===== src/rtl/sync_fifo_flags.sv =====
// Single-clock FIFO with fill count, programmable almost flags, flush,
// and selectable standard or first-word-fall-through read mode.
module sync_fifo_flags #(
    parameter int WIDTH     = 8,
    parameter int DEPTH     = 16,
    parameter int AF_THRESH = DEPTH - 2,
    parameter int AE_THRESH = 2,
    parameter int FWFT      = 0
) (
    input  logic                       clk_i,
    input  logic                       rst_i,
    input  logic                       clr_i,
    input  logic                       wr_en_i,
    input  logic [WIDTH-1:0]           wdata_i,
    input  logic                       rd_en_i,
    output logic [WIDTH-1:0]           rdata_o,
    output logic                       rvalid_o,
    output logic                       full_o,
    output logic                       empty_o,
    output logic                       almost_full_o,
    output logic                       almost_empty_o,
    output logic [$clog2(DEPTH):0]     count_o,
    output logic                       wr_error_o,
    output logic                       rd_error_o
);

    localparam int PTR_W = $clog2(DEPTH);
    localparam int CNT_W = PTR_W + 1;

    localparam logic [CNT_W-1:0] DEPTH_C = CNT_W'(DEPTH);
    localparam logic [CNT_W-1:0] AF_C    = CNT_W'(AF_THRESH);
    localparam logic [CNT_W-1:0] AE_C    = CNT_W'(AE_THRESH);
    localparam logic [PTR_W-1:0] PTR_ONE = PTR_W'(1);
    localparam logic [CNT_W-1:0] CNT_ONE = CNT_W'(1);

    logic [WIDTH-1:0] r_mem [DEPTH];
    logic [PTR_W-1:0] r_wr_ptr;
    logic [PTR_W-1:0] r_rd_ptr;
    logic [CNT_W-1:0] r_count;
    logic             r_wr_err;
    logic             r_rd_err;

    logic             w_empty;
    logic             w_full;
    logic             w_pop;
    logic             w_push;
    logic [CNT_W-1:0] w_count_nxt;

    // Flags come only from the registered count.
    assign w_empty = (r_count == '0);
    assign w_full  = (r_count == DEPTH_C);

    // Flush wins over any request issued in the same cycle.
    assign w_pop  = rd_en_i & ~w_empty & ~clr_i;
    assign w_push = wr_en_i & ~clr_i & (~w_full | w_pop);

    always_comb begin
        w_count_nxt = r_count;
        if (w_push && !w_pop) begin
            w_count_nxt = r_count + CNT_ONE;
        end else if (w_pop && !w_push) begin
            w_count_nxt = r_count - CNT_ONE;
        end
    end

    always_ff @(posedge clk_i) begin
        if (w_push) begin
            r_mem[r_wr_ptr] <= wdata_i;
        end
    end

    always_ff @(posedge clk_i or negedge rst_i) begin
        if (!rst_i) begin
            r_wr_ptr <= '0;
            r_rd_ptr <= '0;
            r_count  <= '0;
            r_wr_err <= 1'b0;
            r_rd_err <= 1'b0;
        end else if (clr_i) begin
            r_wr_ptr <= '0;
            r_rd_ptr <= '0;
            r_count  <= '0;
            r_wr_err <= 1'b0;
            r_rd_err <= 1'b0;
        end else begin
            if (w_push) begin
                r_wr_ptr <= r_wr_ptr + PTR_ONE;
            end
            if (w_pop) begin
                r_rd_ptr <= r_rd_ptr + PTR_ONE;
            end
            r_count  <= w_count_nxt;
            r_wr_err <= wr_en_i & ~w_push;
            r_rd_err <= rd_en_i & ~w_pop;
        end
    end

    generate
        if (FWFT != 0) begin : g_fwft
            // Head of queue shown directly; forced to zero while empty.
            assign rdata_o  = w_empty ? '0 : r_mem[r_rd_ptr];
            assign rvalid_o = ~w_empty;
        end else begin : g_std
            logic [WIDTH-1:0] r_rdata;
            logic             r_rvalid;

            always_ff @(posedge clk_i or negedge rst_i) begin
                if (!rst_i) begin
                    r_rdata  <= '0;
                    r_rvalid <= 1'b0;
                end else begin
                    r_rvalid <= w_pop;
                    if (w_pop) begin
                        r_rdata <= r_mem[r_rd_ptr];
                    end
                end
            end

            assign rdata_o  = r_rdata;
            assign rvalid_o = r_rvalid;
        end
    endgenerate

    assign full_o         = w_full;
    assign empty_o        = w_empty;
    assign almost_full_o  = (r_count >= AF_C);
    assign almost_empty_o = (r_count <= AE_C);
    assign count_o        = r_count;
    assign wr_error_o     = r_wr_err;
    assign rd_error_o     = r_rd_err;

endmodule

===== config.mk =====
export PLATFORM = sky130hd
export DESIGN_NAME = sync_fifo_flags
export DESIGN_NICKNAME = d
export VERILOG_FILES = /design/src/rtl/sync_fifo_flags.sv
export SDC_FILE = /design/constraint.sdc
export NUM_CORES = 1
export LEC_CHECK = 0
export BUFFER_PORTS_ARGS = -buffer_cell sky130_fd_sc_hd__buf_2
export CELL_PAD_IN_SITES_DETAIL_PLACEMENT = 1
export CELL_PAD_IN_SITES_GLOBAL_PLACEMENT = 1
export CORE_MARGIN = 2
export CORE_UTILIZATION = 53
export CTS_BUF_LIST = sky130_fd_sc_hd__clkbuf_8
export DETAILED_ROUTE_END_ITERATION = 16
export PLACE_DENSITY_LB_ADDON = 0.12
export SETUP_SLACK_MARGIN = 0.4
export SYNTH_ARGS = -nofsm -noshare
export SYNTH_HDL_FRONTEND = slang
export SYNTH_SLANG_ARGS = --single-unit
export TNS_END_PERCENT = 50

===== constraint.sdc =====
create_clock -name clk_i -period 3.6 [get_ports clk_i]
set_clock_uncertainty 0.15 [all_clocks]
set_input_delay 0.72 -clock clk_i [delete_from_list [all_inputs] [get_ports clk_i]]
set_output_delay 0.72 -clock clk_i [all_outputs]
set_load 0.05 [all_outputs]

==> impl_metrics.env <==
export IMPL_run_status="complete, no violations"
export IMPL_synth_async_sr_flop_share_pct=15.8
export IMPL_cp_arrival_ps=2060
export IMPL_firstDrtPassIters=4
export IMPL_start_util_pct=54.7
export IMPL_cap_viol_max_count=0
export IMPL_critical_path_max_fanout=10
export IMPL_final_standard_cell_count_with_taps_included_and_fillers_excluded=546
export IMPL_synth_ff_type="edfxtp_1"
export IMPL_cts_buffer_depth=2
export IMPL_critical_path_startpoint_category="flop"
export IMPL_slew_headroom_pct=34.7
export IMPL_fin_nets=413
export IMPL_syn_avg_cell_area_um2=18.1
export IMPL_synth_ff_latch_count=152
export IMPL_detail_route_vias_per_cell=5.91
export IMPL_place_port_buffers=32
export IMPL_grt_start_max_net_pins=35
export IMPL_dpl_hpwl_mm=8.43
export IMPL_report_final_hold_viol_count=0
export IMPL_clock_tree_root_cell="clkbuf_8"
export IMPL_routed_wire_per_std_cell_um=23.9
export IMPL_synthesized_instance_count=346
export IMPL_post_cts_repair_setup_buffers=0
export IMPL_depth_of_the_worst_register_to_register_path=8
export IMPL_rrSetupSlack_ps=780
export IMPL_die_height_um=113
export IMPL_grt_overflow_total=0
export IMPL_worst_pin_slew_ps=980
export IMPL_yosys_cell_types_count=43
export IMPL_finalWorstPathRequiredPeriod_ps=2930
export IMPL_synth_seq_area_share_pct=70.8
export IMPL_max_vdd_ir_drop_uv=556
export IMPL_remaining_drc_errors=0
export IMPL_track_usage_pct=22.5
export IMPL_clkSlewWorstSetupHoldPaths_ps=90
export IMPL_cts_max_level=4
export IMPL_io_pins=33
export IMPL_regToRegStartpoint="count_o[1]$_DFFE_PN0P_"
export IMPL_postSynthNetCount=369
export IMPL_core_um2=11500
export IMPL_via_count_of_the_first_global_routing_pass=3487
export IMPL_cts_repair_resized=0
export IMPL_hold_path_class="in -> async"
export IMPL_yosysTopAreaCell="edfxtp_1"
export IMPL_syn_cell_area_um2=6270
export IMPL_synth_top_area_share_pct=61.3
export IMPL_cts_sinks=152
export IMPL_die_outline_area_um2=12700
export IMPL_synth_warnings=0
export IMPL_antenna_violation_net_count_after_detailed_routing=0
export IMPL_rows=39
export IMPL_p_leak_nw=2.44
export IMPL_grt_antenna_before_repair=0
export IMPL_initialDrtViolationCount=254
export IMPL_n_antenna_cell=0
export IMPL_dr_total_vias=3226
export IMPL_grt_setup_unrepaired="no"
export IMPL_critical_path_endpoint_type="output pin"
export IMPL_fp_dieW_um=113
export IMPL_place_congestion=0.835
export IMPL_max_clock_freq_mhz=342
export IMPL_cts_stage_hold_buffer_count=0
export IMPL_setup_viol=0
export IMPL_r2r_end="count_o[4]$_DFFE_PN0P_"
export IMPL_cp_required_ps=2730
export IMPL_grt_first_pass_wirelength_mm=20.5
export IMPL_drive_gt1_share_pct=27.5
export IMPL_synth_top_cells_by_area="edfxtp_1 (61%), mux4_2 (11%), dfrtp_1 (9.6%)"
export IMPL_path_class="reg -> out"
export IMPL_clock_insertion_delay_worst_skew_ps=450
export IMPL_finalSetupTns_ps=0
export IMPL_area_growth_synth_to_final_pct=10.8
export IMPL_clock_tree_from_tritoncts="built"
export IMPL_final_max_slew_viol_count=0
export IMPL_tritoncts_num_buffers=17
export IMPL_place_detailed_instances=514
export IMPL_power_density_nw_per_um2=654
export IMPL_postRouteWirelength_mm=13.0
export IMPL_finalCritPeriodShare_pct=81.3
export IMPL_synth_edf_count=128
## cells by family after synthesis
family	count (synthesis)	share of synthesized area, %
DFF	152	70.8
and+or+nand+nor	67	5.48
muxes	55	15.2
AOI/OAI and AO/OA	31	3.61
buffers and inverters	26	2.05
adders and majority gates	10	2.11
xor gates and xnor gates	5	0.698
## worst max path at each step
| stage | startpoint | to | slack [ps] |
|---|---|---|---|
| 2_1_floorplan | count_o[1]$_DFFE_PN0P_ | count_o[4]$_DFFE_PN0P_ | 550 |
| 3_3_place_gp | clr_i | count_o[4]$_DFFE_PN0P_ | 560 |
| 3_5_place_dp | clr_i | count_o[4]$_DFFE_PN0P_ | 410 |
| 4_1_cts | count_o[1]$_DFFE_PN0P_ | full_o | 640 |
| 5_1_grt | count_o[1]$_DFFE_PN0P_ | count_o[4]$_DFFE_PN0P_ | 520 |
| 6_report | count_o[1]$_DFFE_PN0P_ | full_o | 670 |
## through the flow
| stage | setup slack, ps | hold WS, ps | util, % | total power [mW] | instance area [µm²] |
|---|---|---|---|---|---|
| after floorplan | 549 | 274 | - | 3.09 | 6270 |
| final | 674 | 110 | 60.7 | 4.55 | 6960 |
| after global placement | 563 | 320 | 57.6 | 3.41 | 6600 |
| after CTS | 640 | 107 | 60.7 | 4.59 | 6960 |
| after global routing | 523 | 137 | 60.7 | 4.75 | 6960 |
| after detailed placement | 406 | 333 | 57.6 | 3.44 | 6600 |
## layer usage
layer,GRT usage [%],share of wire [%]
met3,5.62,5.5
met2,36.4,50
met4,6.67,1.1
met5,0,0
met1,30.7,43
## power by group
group          switching (mW)  leakage [nW]  internal, mW  total [mW]
clock                   0.674         0.178         0.489        1.16
combinational           0.760         0.798         0.436        1.20
sequential              0.187          1.47          2.00        2.19
total                    1.62          2.44          2.93        4.55
## flip-flops by register name, summed over array words and instances, names as in the netlist
| register | cells |
|---|---|
| r_rd_ptr | 4 |
| rd_error_o | 1 |
| count_o | 5 |
| r_wr_ptr | 4 |
| rdata_o | 8 |
| r_mem | 128 |
| wr_error_o | 1 |
| rvalid_o | 1 |
## critical path, stage by stage, from the launching register on
cell and delay (ps):
dfrtp_1 500, or4_1 710, nor2_1 120, buf_2 270
## cells in the mapped netlist, types with 2 or more instances
cell,number
and2_1,12
o221ai_1,8
nand2b_1,5
a2111oi_0,3
xor2_1,3
nand3_1,6
or2_2,2
xnor2_1,2
nor2_1,14
o21ai_0,4
buf_2,7
nor4_1,2
nor3_1,2
mux2i_1,20
nand2_1,15
inv_1,10
o31ai_1,2
edfxtp_1,128
dfrtp_1,24
a21o_1,3
a21oi_1,5
a31oi_1,2
or3_1,2
mux4_2,32
ha_1,9
clkbuf_1,5
mux2_2,3
## area by class of cell
class / count / area [µm²]
Clock buffer: 17 / 234
Clock inverter: 15 / 118
Fill cell: 1012 / 4510
Inverter: 10 / 37.5
Multi-Input combinational cell: 168 / 1700
Sequential cell: 152 / 4450
Tap cell: 143 / 179
Timing Repair Buffer: 41 / 240
## layout by cell type (no fill, tap or decap), drive strengths merged, types with 3 or more instances in the layout
cell type	count
a2111oi	3
a21o	3
a21oi	5
and2	12
buf	41
clkbuf	17
clkinv	7
dfrtp	24
edfxtp	128
ha	9
inv	16
mux2	3
mux2i	20
mux4	32
nand2	15
nand2b	5
nand3	6
nor2	14
o21ai	4
o221ai	8
xor2	3
(Power assumes the default switching activity.)
